File: config.mk
export PLATFORM = sky130hd
export DESIGN_NAME = udma_ch_addrgen_2d
export DESIGN_NICKNAME = d
export VERILOG_FILES = /design/src/rtl/udma_ch_addrgen_2d.sv
export SDC_FILE = /design/constraint.sdc
export NUM_CORES = 1
export LEC_CHECK = 0
export BUFFER_PORTS_ARGS = -buffer_cell sky130_fd_sc_hd__buf_2
export CORE_ASPECT_RATIO = 0.6
export CORE_MARGIN = 2
export CORE_UTILIZATION = 65
export CTS_BUF_LIST = sky130_fd_sc_hd__clkbuf_8
export CTS_CLUSTER_DIAMETER = 50
export DETAILED_ROUTE_END_ITERATION = 8
export PLACE_DENSITY_LB_ADDON = 0.12
export SLEW_MARGIN = 20
export SYNTH_ARGS = -nofsm -noshare
export SYNTH_HDL_FRONTEND = slang
export SYNTH_SLANG_ARGS = --single-unit
File: constraint.sdc
create_clock -name clk_i -period 5.8 [get_ports clk_i]
set_clock_uncertainty 0.05 [all_clocks]
set_input_delay 1.74 -clock clk_i [delete_from_list [all_inputs] [get_ports clk_i]]
set_output_delay 1.74 -clock clk_i [all_outputs]
set_load 0.03 [all_outputs]
File: src/rtl/udma_ch_addrgen_2d.sv
// Linear/2D beat address generator for one uDMA channel with a one-deep queued descriptor and continuous reload.
// Latency: outputs are registered, so they reflect cfg_en_i/beat_i one cycle later. event_o pulses the cycle after the final beat.
// Backpressure: the core paces transfers through beat_i, one beat per cycle, with no bubble on reload. UDMA_ADDRGEN_2D_EN enables strided 2D mode.
module udma_ch_addrgen_2d #(
  parameter int AWIDTH     = 21,
  parameter int TRANS_SIZE = 20
) (
  input  logic                  clk_i,
  input  logic                  rstn_i,
  input  logic [AWIDTH-1:0]     cfg_startaddr_i,
  input  logic [TRANS_SIZE-1:0] cfg_size_i,
  input  logic [1:0]            cfg_datasize_i,
  input  logic                  cfg_continuous_i,
  input  logic                  cfg_en_i,
  input  logic                  cfg_clr_i,
`ifdef UDMA_ADDRGEN_2D_EN
  input  logic [TRANS_SIZE-1:0] cfg_2d_len_i,
  input  logic [TRANS_SIZE-1:0] cfg_2d_stride_i,
`endif
  input  logic                  beat_i,
  output logic [AWIDTH-1:0]     addr_o,
  output logic [1:0]            datasize_o,
  output logic [TRANS_SIZE-1:0] bytes_left_o,
  output logic                  busy_o,
  output logic                  pending_o,
  output logic                  event_o
);

  typedef enum logic {ST_IDLE, ST_RUN} state_t;

  state_t                r_state, w_state_nxt;
  logic [AWIDTH-1:0]     r_addr, w_addr_nxt;
  logic [TRANS_SIZE-1:0] r_left, w_left_nxt;
  logic [AWIDTH-1:0]     r_start, w_start_nxt;
  logic [TRANS_SIZE-1:0] r_size, w_size_nxt;
  logic [1:0]            r_dsize, w_dsize_nxt;
  logic                  r_cont, w_cont_nxt;
  logic [AWIDTH-1:0]     r_sh_start, w_sh_start_nxt;
  logic [TRANS_SIZE-1:0] r_sh_size, w_sh_size_nxt;
  logic [1:0]            r_sh_dsize, w_sh_dsize_nxt;
  logic                  r_sh_cont, w_sh_cont_nxt;
  logic                  r_pending, w_pending_nxt;
  logic                  r_event, w_event_nxt;

  // Descriptor load source selection (new cfg, shadow or reload of active)
  logic                  w_load;
  logic                  w_sh_cap;
  logic [AWIDTH-1:0]     w_ld_start;
  logic [TRANS_SIZE-1:0] w_ld_size;
  logic [1:0]            w_ld_dsize;
  logic                  w_ld_cont;

  logic [2:0]            w_bytes;
  logic [AWIDTH-1:0]     w_bytes_a;
  logic [TRANS_SIZE-1:0] w_bytes_t;
  logic                  w_final;
  logic                  w_en_ok;

`ifdef UDMA_ADDRGEN_2D_EN
  logic [TRANS_SIZE-1:0] r_len, w_len_nxt, r_stride, w_stride_nxt;
  logic [TRANS_SIZE-1:0] r_sh_len, w_sh_len_nxt, r_sh_stride, w_sh_stride_nxt;
  logic [TRANS_SIZE-1:0] r_row_cnt, w_row_cnt_nxt, w_row_sum;
  logic [AWIDTH-1:0]     r_row_start, w_row_start_nxt;
  logic [TRANS_SIZE-1:0] w_ld_len, w_ld_stride;
`endif

  assign w_bytes   = (r_dsize == 2'b00) ? 3'd1 : (r_dsize == 2'b01) ? 3'd2 : 3'd4;
  assign w_bytes_a = AWIDTH'(w_bytes);
  assign w_bytes_t = TRANS_SIZE'(w_bytes);
  // Final beat also covers a short tail when size is not a multiple of the beat
  assign w_final   = (r_left <= w_bytes_t);
  assign w_en_ok   = cfg_en_i && (cfg_size_i != '0);

  // State register and all datapath registers
  always_ff @(posedge clk_i or negedge rstn_i) begin
    if (!rstn_i) begin
      r_state <= ST_IDLE;  r_addr <= '0;     r_left <= '0;
      r_start <= '0;       r_size <= '0;     r_dsize <= '0;    r_cont <= 1'b0;
      r_sh_start <= '0;    r_sh_size <= '0;  r_sh_dsize <= '0; r_sh_cont <= 1'b0;
      r_pending <= 1'b0;   r_event <= 1'b0;
`ifdef UDMA_ADDRGEN_2D_EN
      r_len <= '0; r_stride <= '0; r_sh_len <= '0; r_sh_stride <= '0;
      r_row_cnt <= '0; r_row_start <= '0;
`endif
    end else begin
      r_state <= w_state_nxt;  r_addr <= w_addr_nxt;       r_left <= w_left_nxt;
      r_start <= w_start_nxt;  r_size <= w_size_nxt;       r_dsize <= w_dsize_nxt;   r_cont <= w_cont_nxt;
      r_sh_start <= w_sh_start_nxt; r_sh_size <= w_sh_size_nxt;
      r_sh_dsize <= w_sh_dsize_nxt; r_sh_cont <= w_sh_cont_nxt;
      r_pending <= w_pending_nxt;   r_event <= w_event_nxt;
`ifdef UDMA_ADDRGEN_2D_EN
      r_len <= w_len_nxt; r_stride <= w_stride_nxt;
      r_sh_len <= w_sh_len_nxt; r_sh_stride <= w_sh_stride_nxt;
      r_row_cnt <= w_row_cnt_nxt; r_row_start <= w_row_start_nxt;
`endif
    end
  end

  // Next-state and datapath: clear beats everything, then launch/beat/queue handling
  always_comb begin
    w_state_nxt = r_state;  w_addr_nxt = r_addr;  w_left_nxt = r_left;
    w_start_nxt = r_start;  w_size_nxt = r_size;  w_dsize_nxt = r_dsize;  w_cont_nxt = r_cont;
    w_sh_start_nxt = r_sh_start; w_sh_size_nxt = r_sh_size;
    w_sh_dsize_nxt = r_sh_dsize; w_sh_cont_nxt = r_sh_cont;
    w_pending_nxt = r_pending;   w_event_nxt = 1'b0;
    w_load = 1'b0;  w_sh_cap = 1'b0;
    w_ld_start = cfg_startaddr_i;  w_ld_size = cfg_size_i;
    w_ld_dsize = cfg_datasize_i;   w_ld_cont = cfg_continuous_i;
`ifdef UDMA_ADDRGEN_2D_EN
    w_len_nxt = r_len; w_stride_nxt = r_stride;
    w_sh_len_nxt = r_sh_len; w_sh_stride_nxt = r_sh_stride;
    w_row_cnt_nxt = r_row_cnt; w_row_start_nxt = r_row_start;
    w_row_sum = r_row_cnt + w_bytes_t;
    w_ld_len = cfg_2d_len_i; w_ld_stride = cfg_2d_stride_i;
`endif

    if (cfg_clr_i) begin
      w_state_nxt   = ST_IDLE;
      w_pending_nxt = 1'b0;
      w_left_nxt    = '0;
    end else if (r_state == ST_IDLE) begin
      if (w_en_ok) begin
        w_load      = 1'b1;
        w_state_nxt = ST_RUN;
      end
    end else if (beat_i && w_final) begin
      w_event_nxt = 1'b1;
      if (r_pending) begin
        w_load = 1'b1;  w_pending_nxt = 1'b0;  w_sh_cap = w_en_ok;
        w_ld_start = r_sh_start; w_ld_size = r_sh_size;
        w_ld_dsize = r_sh_dsize; w_ld_cont = r_sh_cont;
`ifdef UDMA_ADDRGEN_2D_EN
        w_ld_len = r_sh_len; w_ld_stride = r_sh_stride;
`endif
      end else if (w_en_ok) begin
        // Queue bypass: the new descriptor wins over a continuous reload
        w_load = 1'b1;
      end else if (r_cont) begin
        w_load = 1'b1;
        w_ld_start = r_start; w_ld_size = r_size;
        w_ld_dsize = r_dsize; w_ld_cont = r_cont;
`ifdef UDMA_ADDRGEN_2D_EN
        w_ld_len = r_len; w_ld_stride = r_stride;
`endif
      end else begin
        w_state_nxt = ST_IDLE;
        w_addr_nxt  = r_addr + w_bytes_a;
        w_left_nxt  = '0;
      end
    end else begin
      w_sh_cap = w_en_ok;
      if (beat_i) begin
        w_left_nxt = r_left - w_bytes_t;
        w_addr_nxt = r_addr + w_bytes_a;
`ifdef UDMA_ADDRGEN_2D_EN
        // Row complete: jump to the next row start instead of the linear successor
        if (r_len != '0) begin
          if (w_row_sum >= r_len) begin
            w_row_start_nxt = r_row_start + AWIDTH'(r_stride);
            w_addr_nxt      = r_row_start + AWIDTH'(r_stride);
            w_row_cnt_nxt   = '0;
          end else begin
            w_row_cnt_nxt   = w_row_sum;
          end
        end
`endif
      end
    end

    if (w_load) begin
      w_start_nxt = w_ld_start; w_size_nxt = w_ld_size;
      w_dsize_nxt = w_ld_dsize; w_cont_nxt = w_ld_cont;
      w_addr_nxt  = w_ld_start; w_left_nxt = w_ld_size;
`ifdef UDMA_ADDRGEN_2D_EN
      w_len_nxt = w_ld_len; w_stride_nxt = w_ld_stride;
      w_row_start_nxt = w_ld_start; w_row_cnt_nxt = '0;
`endif
    end

    if (w_sh_cap) begin
      w_pending_nxt  = 1'b1;
      w_sh_start_nxt = cfg_startaddr_i; w_sh_size_nxt = cfg_size_i;
      w_sh_dsize_nxt = cfg_datasize_i;  w_sh_cont_nxt = cfg_continuous_i;
`ifdef UDMA_ADDRGEN_2D_EN
      w_sh_len_nxt = cfg_2d_len_i; w_sh_stride_nxt = cfg_2d_stride_i;
`endif
    end
  end

  assign addr_o       = r_addr;
  assign datasize_o   = r_dsize;
  assign bytes_left_o = r_left;
  assign busy_o       = (r_state == ST_RUN);
  assign pending_o    = r_pending;
  assign event_o      = r_event;

endmodule

==> out/metrics.csv, run 1 <==
metric;value;unit
status;complete, but fails checks;
violations;DRC;
finalCritPeriodShare;78.7;%
crit_end;addr_o[16];
finalHoldViolations;0;
die_area;0.0120;mm²
layout-drive-gt1-share;22.9;%
vias;7111;
p_per_area;387;mW/mm²
clkLatencyLatePin;0.46;ns
fin_area;0.00822;mm²
cts-hold-fix-buffers;0;
combPwrFrac;30.0;%
rsz0062_at_grt;no;
postPlaceCellArea;0.00777;mm²
endpoint_kind;register;
grt_pass1_wl;35400;µm
fillCellCount;743;
cp_slowest_cell;a221o_2;
core-area;0.0107;mm²
synth_edf_count;0;
cts_tree;built;
netlist_top_cells_area;dfrtp_1, mux2_2, nand2_1;
cts_buffers;17;
synth_compound_area_share;23.1;%
rows;29;
synth-seq-cells;132;
drc_errors;6;
wl;22800;µm
rr_endpoint;r_size[3];
sw_frac_of_total;38.1;%
synth_top_family_by_area;compound AO/OA/AOI/OAI gates;
grt_max_degree;107;
clock.fmax;219;MHz
path_cells;buf_2, nor4_1, nand3_1, o21ai_1, a221o_2, nand2_1, o311ai_0;
cts.repair.resized;0;
final_common_cell;dfrtp_1;
yosysTopAreaCell;dfrtp_1;
track_usage;38.3;%
seqPwrFrac;42.6;%
port_buffers;94;
clkSlewWorstSetupHoldPaths;0.08;ns
synthSimpleGateAreaFrac;17.7;%
grt_pass1_vias;6752;
internal_power;0.00197;W
seq_area;0.00330;mm²
start_util;67.4;%
layout_common_cells;dfrtp_1, nand2_1, buf_2;
yosysWarnings;0;
detail_route.vias_per_cell;7.10;
cp-startpoint;cfg_size_i[7];
p_leak;3.75;nW
final_nets;908;
ys_seq_area_share;45.8;%
ant_nets;0;
worstHoldPathType;register to register;
cpPeakStageDelay;0.62;ns
synth_cell_types;67;
diodes;0;
p_switching;0.00121;W
min_period;4.57;ns
syn_avg_cell_area;9.40;µm²
path_max_fanout;25;
required;6.08;ns
postSynth.asyncResetShare;100;%
relSlewSlack;19.9;%
synth_top_area_share;45.8;%
setup_viol;0;
clockBufferDepth;2;
syn_nets;826;
hold_depth;2;
drtIter0Drc;1091;
ios;95;
multi_input_area;0.00368;mm²
antenna_found_initial;0;
drtPass1Iterations;9;
overflow;0;
post_cts_buffers;0;
netlist_instances;768;
routedWlPerCell;22.8;µm
hpwl;15400;µm
cp.arrival;4.84;ns
die_h;85.6;µm
die_w;140;µm
synth_flop_cell;dfrtp_1;
synthToLayoutAreaGrowth;13.9;%
r2r-start;datasize_o[1];
cts_sinks;132;
tightest_slew;1.19;ns
drv_cap;0;
h-tree-depth;4;
setup-tns-final;0;ns
rr_worst_depth;12;
gp_congestion;0.939;
synth.area.mux_share;7.72;%
root_buffer;clkbuf_8;
path_class;input port to register;
startpoint_type;input port;
clockPowerShare;27.4;%
synth-xor-area-share;0.243;%
reg2reg_setup_slack;1.37;ns
yosys.area_share.adder;1.77;%
hold_start;r_start[14];
slew_viol_final;0;
ir_worst_vdd;0.000225;V
synth_area;0.00722;mm²
through the flow:
stage               power (W)  worst slack [ns]  hold slack, ns  cells  util (%)
global route          0.00331              1.01           0.441   1001      76.8
detailed placement    0.00229             0.957           0.407    970      72.6
finish                0.00318              1.23           0.428   1001      76.8
global placement      0.00223              1.04           0.404    970      72.6
CTS                   0.00314              1.38           0.425   1001      76.6
floorplan             0.00198              2.29           0.389    768         -
registers in the layout, summed over array words and instances, names as in the netlist:
register      count
addr_o           21
busy_o            1
bytes_left_o     20
datasize_o        2
event_o           1
pending_o         1
r_cont            1
r_sh_cont         1
r_sh_dsize        2
r_sh_size        20
r_sh_start       21
r_size           20
r_start          21
Yosys cell counts, drive strengths merged (6+ instances only):
cell type / number
a22oi: 11
a22o: 6
o221ai: 11
a211o: 11
a21o: 19
nand2: 122
nand3: 25
inv: 14
and2: 7
o21ai: 58
a21oi: 57
nor2: 46
o211a: 6
a2bb2oi: 6
o21a: 8
dfrtp: 132
mux2: 45
and3: 10
buf: 21
ha: 7
a221oi: 7
nor3: 29
clkbuf: 22
nor4: 12
cell type report:
| class | count | area share (%) |
|---|---|---|
| Clock inverter | 13 | 2.24 |
| Inverter | 15 | 0.685 |
| Sequential cell | 132 | 40.2 |
| Multi-Input combinational cell | 578 | 44.8 |
| Clock buffer | 18 | 3.02 |
| Timing Repair Buffer | 106 | 6.90 |
| Tap cell | 139 | 2.12 |
how the worst min path moves through the flow:
| stage | slack [ns] | endpoint |
|---|---|---|
| after floorplan | 0.39 | r_start[14] |
| after global placement | 0.40 | r_start[14] |
| after detailed placement | 0.41 | r_start[14] |
| after CTS | 0.43 | r_start[14] |
| after global routing | 0.44 | r_start[14] |
| final | 0.43 | r_start[14] |
power by group through the flow:
stage | sequential, W | clock (W) | combinational [W]
floorplan | 0.00146 | 0 | 0.000513
global placement | 0.00134 | 0 | 0.000895
detailed placement | 0.00136 | 0 | 0.000929
CTS | 0.00134 | 0.000866 | 0.000937
global route | 0.00138 | 0.000907 | 0.00103
finish | 0.00136 | 0.000870 | 0.000953
worst max-delay path: cells and delay by family:
family | cells | cell delay (ns)
compound gates | 3 | 1.70
buf+inv | 1 | 0.14
simple gates | 3 | 1.26
cell families after synthesis:
group / count (synthesis)
adder cells (fa/ha/maj): 9
buffers and inverters: 58
AO/OA/AOI/OAI: 245
AND/OR/NAND/NOR: 272
multiplexers: 50
flip-flops: 132
XOR/XNOR: 2
routing by layer:
layer	part of all wire, %	track usage (%)	up-vias
met5	0	0	-
met4	2.1	12.8	0
met3	14	10.3	73
met2	44	57.0	577
met1	40	55.1	3450
li1	-	-	3011
Note: power is estimated with default switching activity, not from simulation.
==> inputs of run 2 (changes only) <==
- CORE_UTILIZATION: 65 -> 60
- clock period: 5.8 -> 4.6 ns (I/O delays scaled with it)
==> run 2 against run 1 <==
  * Die area rose by 8.0%
  * Flip-flop and latch count did not move
  * Via count fell by 1.1%
  * Global-route usage fell by 1.5 points
  * Non-clock buffer count rose by 17
  * Critical path type is now register to register
  * Design area rose by 1.9%
  * The run now ends clean
  * Critical path depth rose by 6
  * Largest cell class unchanged
  * Core utilization fell by 4.1 points
  * Total power rose by 26%
==> out/metrics.csv, run 2 (same netlist as run 1, synthesis figures left out) <==
metric;value;unit;change
internal_power;0.00249;W;+27%
cp.arrival;4.29;ns;-0.55 ns
ant_nets;0;;unchanged
grt_max_degree;89;;-17%
hold_depth;2;;unchanged
hpwl;15900;µm;+3.3%
ios;95;;unchanged
vias;7033;;-1.1%
cts_sinks;132;;unchanged
layout_common_cells;dfrtp_1, nand2_1, buf_2;;
rsz0062_at_grt;no;;
clkLatencyLatePin;0.44;ns;-0.02 ns
cts_tree;built;;
final_nets;925;;+1.9%
min_period;4.01;ns;
root_buffer;clkbuf_8;;
cts-hold-fix-buffers;0;;unchanged
sw_frac_of_total;37.9;%;-0.23 points
post_cts_buffers;0;;unchanged
diodes;0;;unchanged
antenna_found_initial;1;;+1
core-area;0.0115;mm²;+7.7%
relSlewSlack;29.9;%;+10 points
routedWlPerCell;22.1;µm;-2.7%
drtPass1Iterations;5;;-4
grt_pass1_wl;36500;µm;+3.1%
clockPowerShare;27.1;%;-0.3 points
cts.repair.resized;0;;unchanged
start_util;62.6;%;-4.8 points
drv_cap;0;;unchanged
status;completed;;
cts_buffers;17;;unchanged
die_area;0.0129;mm²;+8.0%
port_buffers;94;;unchanged
seq_area;0.00330;mm²;unchanged
p_per_area;479;mW/mm²;+24%
rows;30;;+3.4%
path_class;register to register;;
grt_pass1_vias;6938;;+2.8%
setup-tns-final;0;ns;unchanged
startpoint_type;register;;
p_leak;3.83;nW;+2.2%
seqPwrFrac;42.5;%;about the same
finalHoldViolations;0;;unchanged
path_max_fanout;16;;-36%
overflow;0;;unchanged
ir_worst_vdd;0.000207;V;-7.9%
die_w;146;µm;+4.0%
combPwrFrac;30.3;%;+0.3 points
tightest_slew;1.05;ns;-0.142 ns
die_h;88.9;µm;+3.9%
fin_total_pwr;0.00401;W;+26%
wl;23000;µm;+1.0%
finalCritPeriodShare;87.3;%;
gp_congestion;0.930;;-0.87%
detail_route.vias_per_cell;6.76;;-4.8%
setup_viol;0;;unchanged
p_switching;0.00152;W;+25%
fillCellCount;856;;+15%
rr_worst_depth;13;;+1
synthToLayoutAreaGrowth;16.0;%;
clkSlewWorstSetupHoldPaths;0.08;ns;about the same
slew_viol_final;0;;unchanged
clockBufferDepth;2;;unchanged
worstHoldPathType;register to register;;
track_usage;36.8;%;-1.5 points
multi_input_area;0.00367;mm²;-0.31%
h-tree-depth;4;;unchanged
layout-drive-gt1-share;24.2;%;+1.4 points
clock.fmax;249;MHz;
final_common_cell;dfrtp_1;;
drc_errors;0;;-6
endpoint_kind;register;;
required;4.88;ns;-1.20 ns
drtIter0Drc;881;;-19%
## run 2: cell count changes in the layout (fill, tap and decap cells not counted), sizes merged
cell | previous run | this run
buf | 106 | 123
clkinvlp | 2 | 3
clkinv | 6 | 5
inv | 16 | 17
## run 2: worst max-delay path: stages, from the launching register on
cell and delay, ns:
dfrtp_1 0.43, nor2_1 0.19, ha_1 0.22, inv_1 0.07
fa_1 0.43, a21oi_1 0.39, o2111a_1 0.31, nand3_1 0.34
buf_4 0.36, inv_2 0.07, o21ai_1 0.32, a22oi_1 0.33
a21oi_1 0.13, a211o_1 0.26
## run 2: worst paths after layout
path	from	endpoint	slack, ns
max	datasize_o[1]	bytes_left_o[12]	0.59
min	r_start[12]	r_start[12]	0.43
max reg2reg	datasize_o[1]	bytes_left_o[12]	0.59
min reg2reg	r_start[12]	r_start[12]	0.43
max in group asynchronous	rstn_i	r_start[7]	2.66
min in group asynchronous	rstn_i	bytes_left_o[19]	0.95
## run 2: stage by stage
step / setup WS, ns / util, % / std cells / hold slack [ns] / instance area, µm²
2_1_floorplan: 1.45 / - / 768 / 0.389 / 7220
3_3_place_gp: 0.771 / 68.9 / 1008 / 0.403 / 7940
3_5_place_dp: 0.645 / 68.9 / 1008 / 0.414 / 7940
4_1_cts: 0.723 / 72.7 / 1040 / 0.434 / 8370
5_1_grt: 0.405 / 72.7 / 1040 / 0.452 / 8370
6_report: 0.585 / 72.7 / 1040 / 0.431 / 8370
## run 2: metal layers
metal | track usage (%) | share of wire, % | vias up
li1 | - | - | 3045
met1 | 52.0 | 42 | 3407
met2 | 54.5 | 42 | 506
met3 | 11.0 | 13 | 73
met4 | 13.8 | 2.5 | 2
met5 | 0 | 0.17 | -
## run 2: power groups by stage
stage	combinational (W)	sequential [W]	clock [W]
3_5_place_dp	0.00119	0.00171	0
6_report	0.00122	0.00171	0.00109
5_1_grt	0.00132	0.00174	0.00115
2_1_floorplan	0.000647	0.00185	0
4_1_cts	0.00120	0.00169	0.00109
3_3_place_gp	0.00115	0.00169	0
## run 2: final cells by class
| class | instances | area share, % |
|---|---|---|
| multi-input cells | 578 | 43.9 |
| flip-flops and latches | 132 | 39.5 |
| well taps | 160 | 2.39 |
| clock inverters | 14 | 2.23 |
| clock buffers | 18 | 2.96 |
| repair buffers | 123 | 8.44 |
| inverters | 15 | 0.672 |
==> inputs of run 3 (changes only) <==
- CORE_ASPECT_RATIO: 0.6 -> 0.7
- RECOVER_POWER: unset -> 50
==> run 3 against run 2 <==
  * The flow now finishes with violations (capacitance limit, slew limit)
  * Critical path type unchanged
  * Core utilization fell by 2.2 points
  * Design area fell by 1.3%
  * First-iteration DRC count is 14% lower
  * Flip-flop and latch count is the same
  * Sequential share of layout area is 0.53 points higher
  * Global-route usage shrank 0.066 points
  * Setup slack got worse by 0.090 ns
  * Critical path depth shrank 2
  * Non-clock buffer count is 6 lower
==> out/metrics.csv, run 3 (same netlist as run 1, synthesis figures left out) <==
metric;value;unit;change
status;complete, but fails checks;;
violations;capacitance limit, slew limit;;
drtPass1Iterations;8;;+3
path_max_fanout;28;;+12
required;4.90;ns;+0.02 ns
hold_start;r_size[14];;
die_h;95.8;µm;+7.7%
clockBufferDepth;2;;unchanged
ant_nets;0;;unchanged
track_usage;36.7;%;-0.066 points
path_cells;nor2_1, ha_1, inv_1, fa_1, a21oi_1, o2111a_1, nand2_1, a221oi_4, buf_4, o21ai_0, o211ai_1;;
drtIter0Drc;755;;-14%
cts_sinks;132;;unchanged
grt_max_degree;91;;+2.2%
cts.repair.resized;0;;unchanged
min_to;r_size[14];;
startpoint_type;register;;
rows;33;;+10%
p_per_area;476;mW/mm²;-0.66%
relSlewSlack;-53.3;%;-83 points
min_period;4.10;ns;+0.0901 ns
rsz0062_at_grt;no;;
worstHoldPathType;register to register;;
diodes;0;;unchanged
die_area;0.0129;mm²;-0.11%
grt_pass1_vias;6489;;-6.5%
setup-tns-final;0;ns;unchanged
path_class;register to register;;
cpPeakStageDelay;0.72;ns;+0.29 ns
tightest_slew;2.30;ns;+1.25 ns
endpoint_kind;register;;
final_nets;919;;-0.65%
setup_viol;0;;unchanged
layout_common_cells;dfrtp_1, nand2_1, buf_2;;
ir_worst_vdd;0.000310;V;+50%
hpwl;15900;µm;-0.50%
reg2reg_setup_slack;0.50;ns;-0.09 ns
gp_congestion;0.993;;+6.7%
layout-drive-gt1-share;20.9;%;-3.3 points
cts_tree;built;;
rr_worst_depth;11;;-2
die_w;135;µm;-7.2%
core-area;0.0117;mm²;+1.8%
p_leak;3.72;nW;-3.1%
overflow;0;;unchanged
cp-startpoint;datasize_o[1];;
start_util;61.5;%;-1.1 points
cts-hold-fix-buffers;0;;unchanged
drc_errors;0;;unchanged
wl;22600;µm;-1.6%
clkLatencyLatePin;0.44;ns;about the same
clock.fmax;244;MHz;-2.2%
finalCritPeriodShare;89.2;%;+2.0 points
slew_viol_final;91;;+91
cp.arrival;4.41;ns;+0.12 ns
fin_total_pwr;0.00393;W;-2.0%
finalHoldViolations;0;;unchanged
cts_buffers;17;;unchanged
ios;95;;unchanged
fillCellCount;918;;+7.2%
drv_cap;1;;+1
hold_depth;2;;unchanged
dp.cells;999;;-0.89%
detail_route.vias_per_cell;6.62;;-2.1%
rr_endpoint;addr_o[12];;
r2r-start;datasize_o[1];;
post_cts_buffers;0;;unchanged
final_common_cell;dfrtp_1;;
port_buffers;94;;unchanged
synthToLayoutAreaGrowth;14.5;%;
cp_slowest_cell;a221oi_4;;
clkSlewWorstSetupHoldPaths;0.08;ns;about the same
grt_pass1_wl;35500;µm;-2.7%
h-tree-depth;4;;unchanged
antenna_found_initial;0;;-1
finalNonFillerCells;1031;;-0.87%
vias;6829;;-2.9%
routedWlPerCell;22.0;µm;-0.77%
root_buffer;clkbuf_8;;
final_util;70.5;%;-2.2 points
==> run 3: cell types whose count changed in the layout (fill, tap and decap cells not counted), sizes merged <==
cell / before / now
buf: 123 / 92
inv: 17 / 20
bufinv: 4 / 3
clkbuf: 18 / 42
clkinvlp: 3 / 2
==> run 3: power breakdown <==
| group | total [W] | internal, W | switching [W] |
|---|---|---|---|
| registers | 0.00171 | 0.00143 | 0.000279 |
| clock network | 0.00104 | 0.000542 | 0.000497 |
| logic | 0.00119 | 0.000443 | 0.000744 |
| total | 0.00393 | 0.00242 | 0.00152 |
==> run 3: routing by layer <==
layer | part of all wire (%) | track usage, % | wire (µm) | up-vias
met5 | 0 | 0 | 0 | -
met3 | 13 | 12.5 | 2900 | 56
met4 | 2.1 | 10.4 | 484 | 0
met1 | 42 | 52.6 | 9460 | 3311
li1 | - | - | - | 3039
met2 | 43 | 53.5 | 9800 | 423
==> run 3: per-stage QoR <==
step | worst slack (ns) | hold WS [ns] | instance area, µm²
2_1_floorplan | 1.45 | 0.389 | 7220
3_3_place_gp | 0.523 | 0.406 | 7890
3_5_place_dp | 0.350 | 0.415 | 7890
4_1_cts | 0.637 | 0.433 | 8300
5_1_grt | 0.330 | 0.442 | 8260
6_report | 0.495 | 0.434 | 8260
==> run 3: worst max path at each step <==
stage	end	slack (ns)
after global routing	addr_o[12]	0.33
after CTS	addr_o[12]	0.64
after global placement	addr_o[16]	0.52
final	addr_o[12]	0.50
after floorplan	addr_o[7]	1.45
after detailed placement	addr_o[16]	0.35
==> run 3: layout make-up <==
class	count	area, µm²	area share (%)
inverter	15	56.3	0.681
clock inverter	15	179	2.17
timing repair buffer	117	621	7.51
tap	157	196	2.38
clock buffer	17	234	2.83
multi-input combinational	578	3670	44.5
sequential	132	3300	40.0
==> run 3: worst max-delay path, delay by kind of cell (launching register included) <==
kind                       cells  cell delay, ns
DFF                            1            0.44
adders and majority gates      2            0.67
buffers and inverters          2            0.50
AOI/OAI and AO/OA              5            1.80
and+or+nand+nor                2            0.53
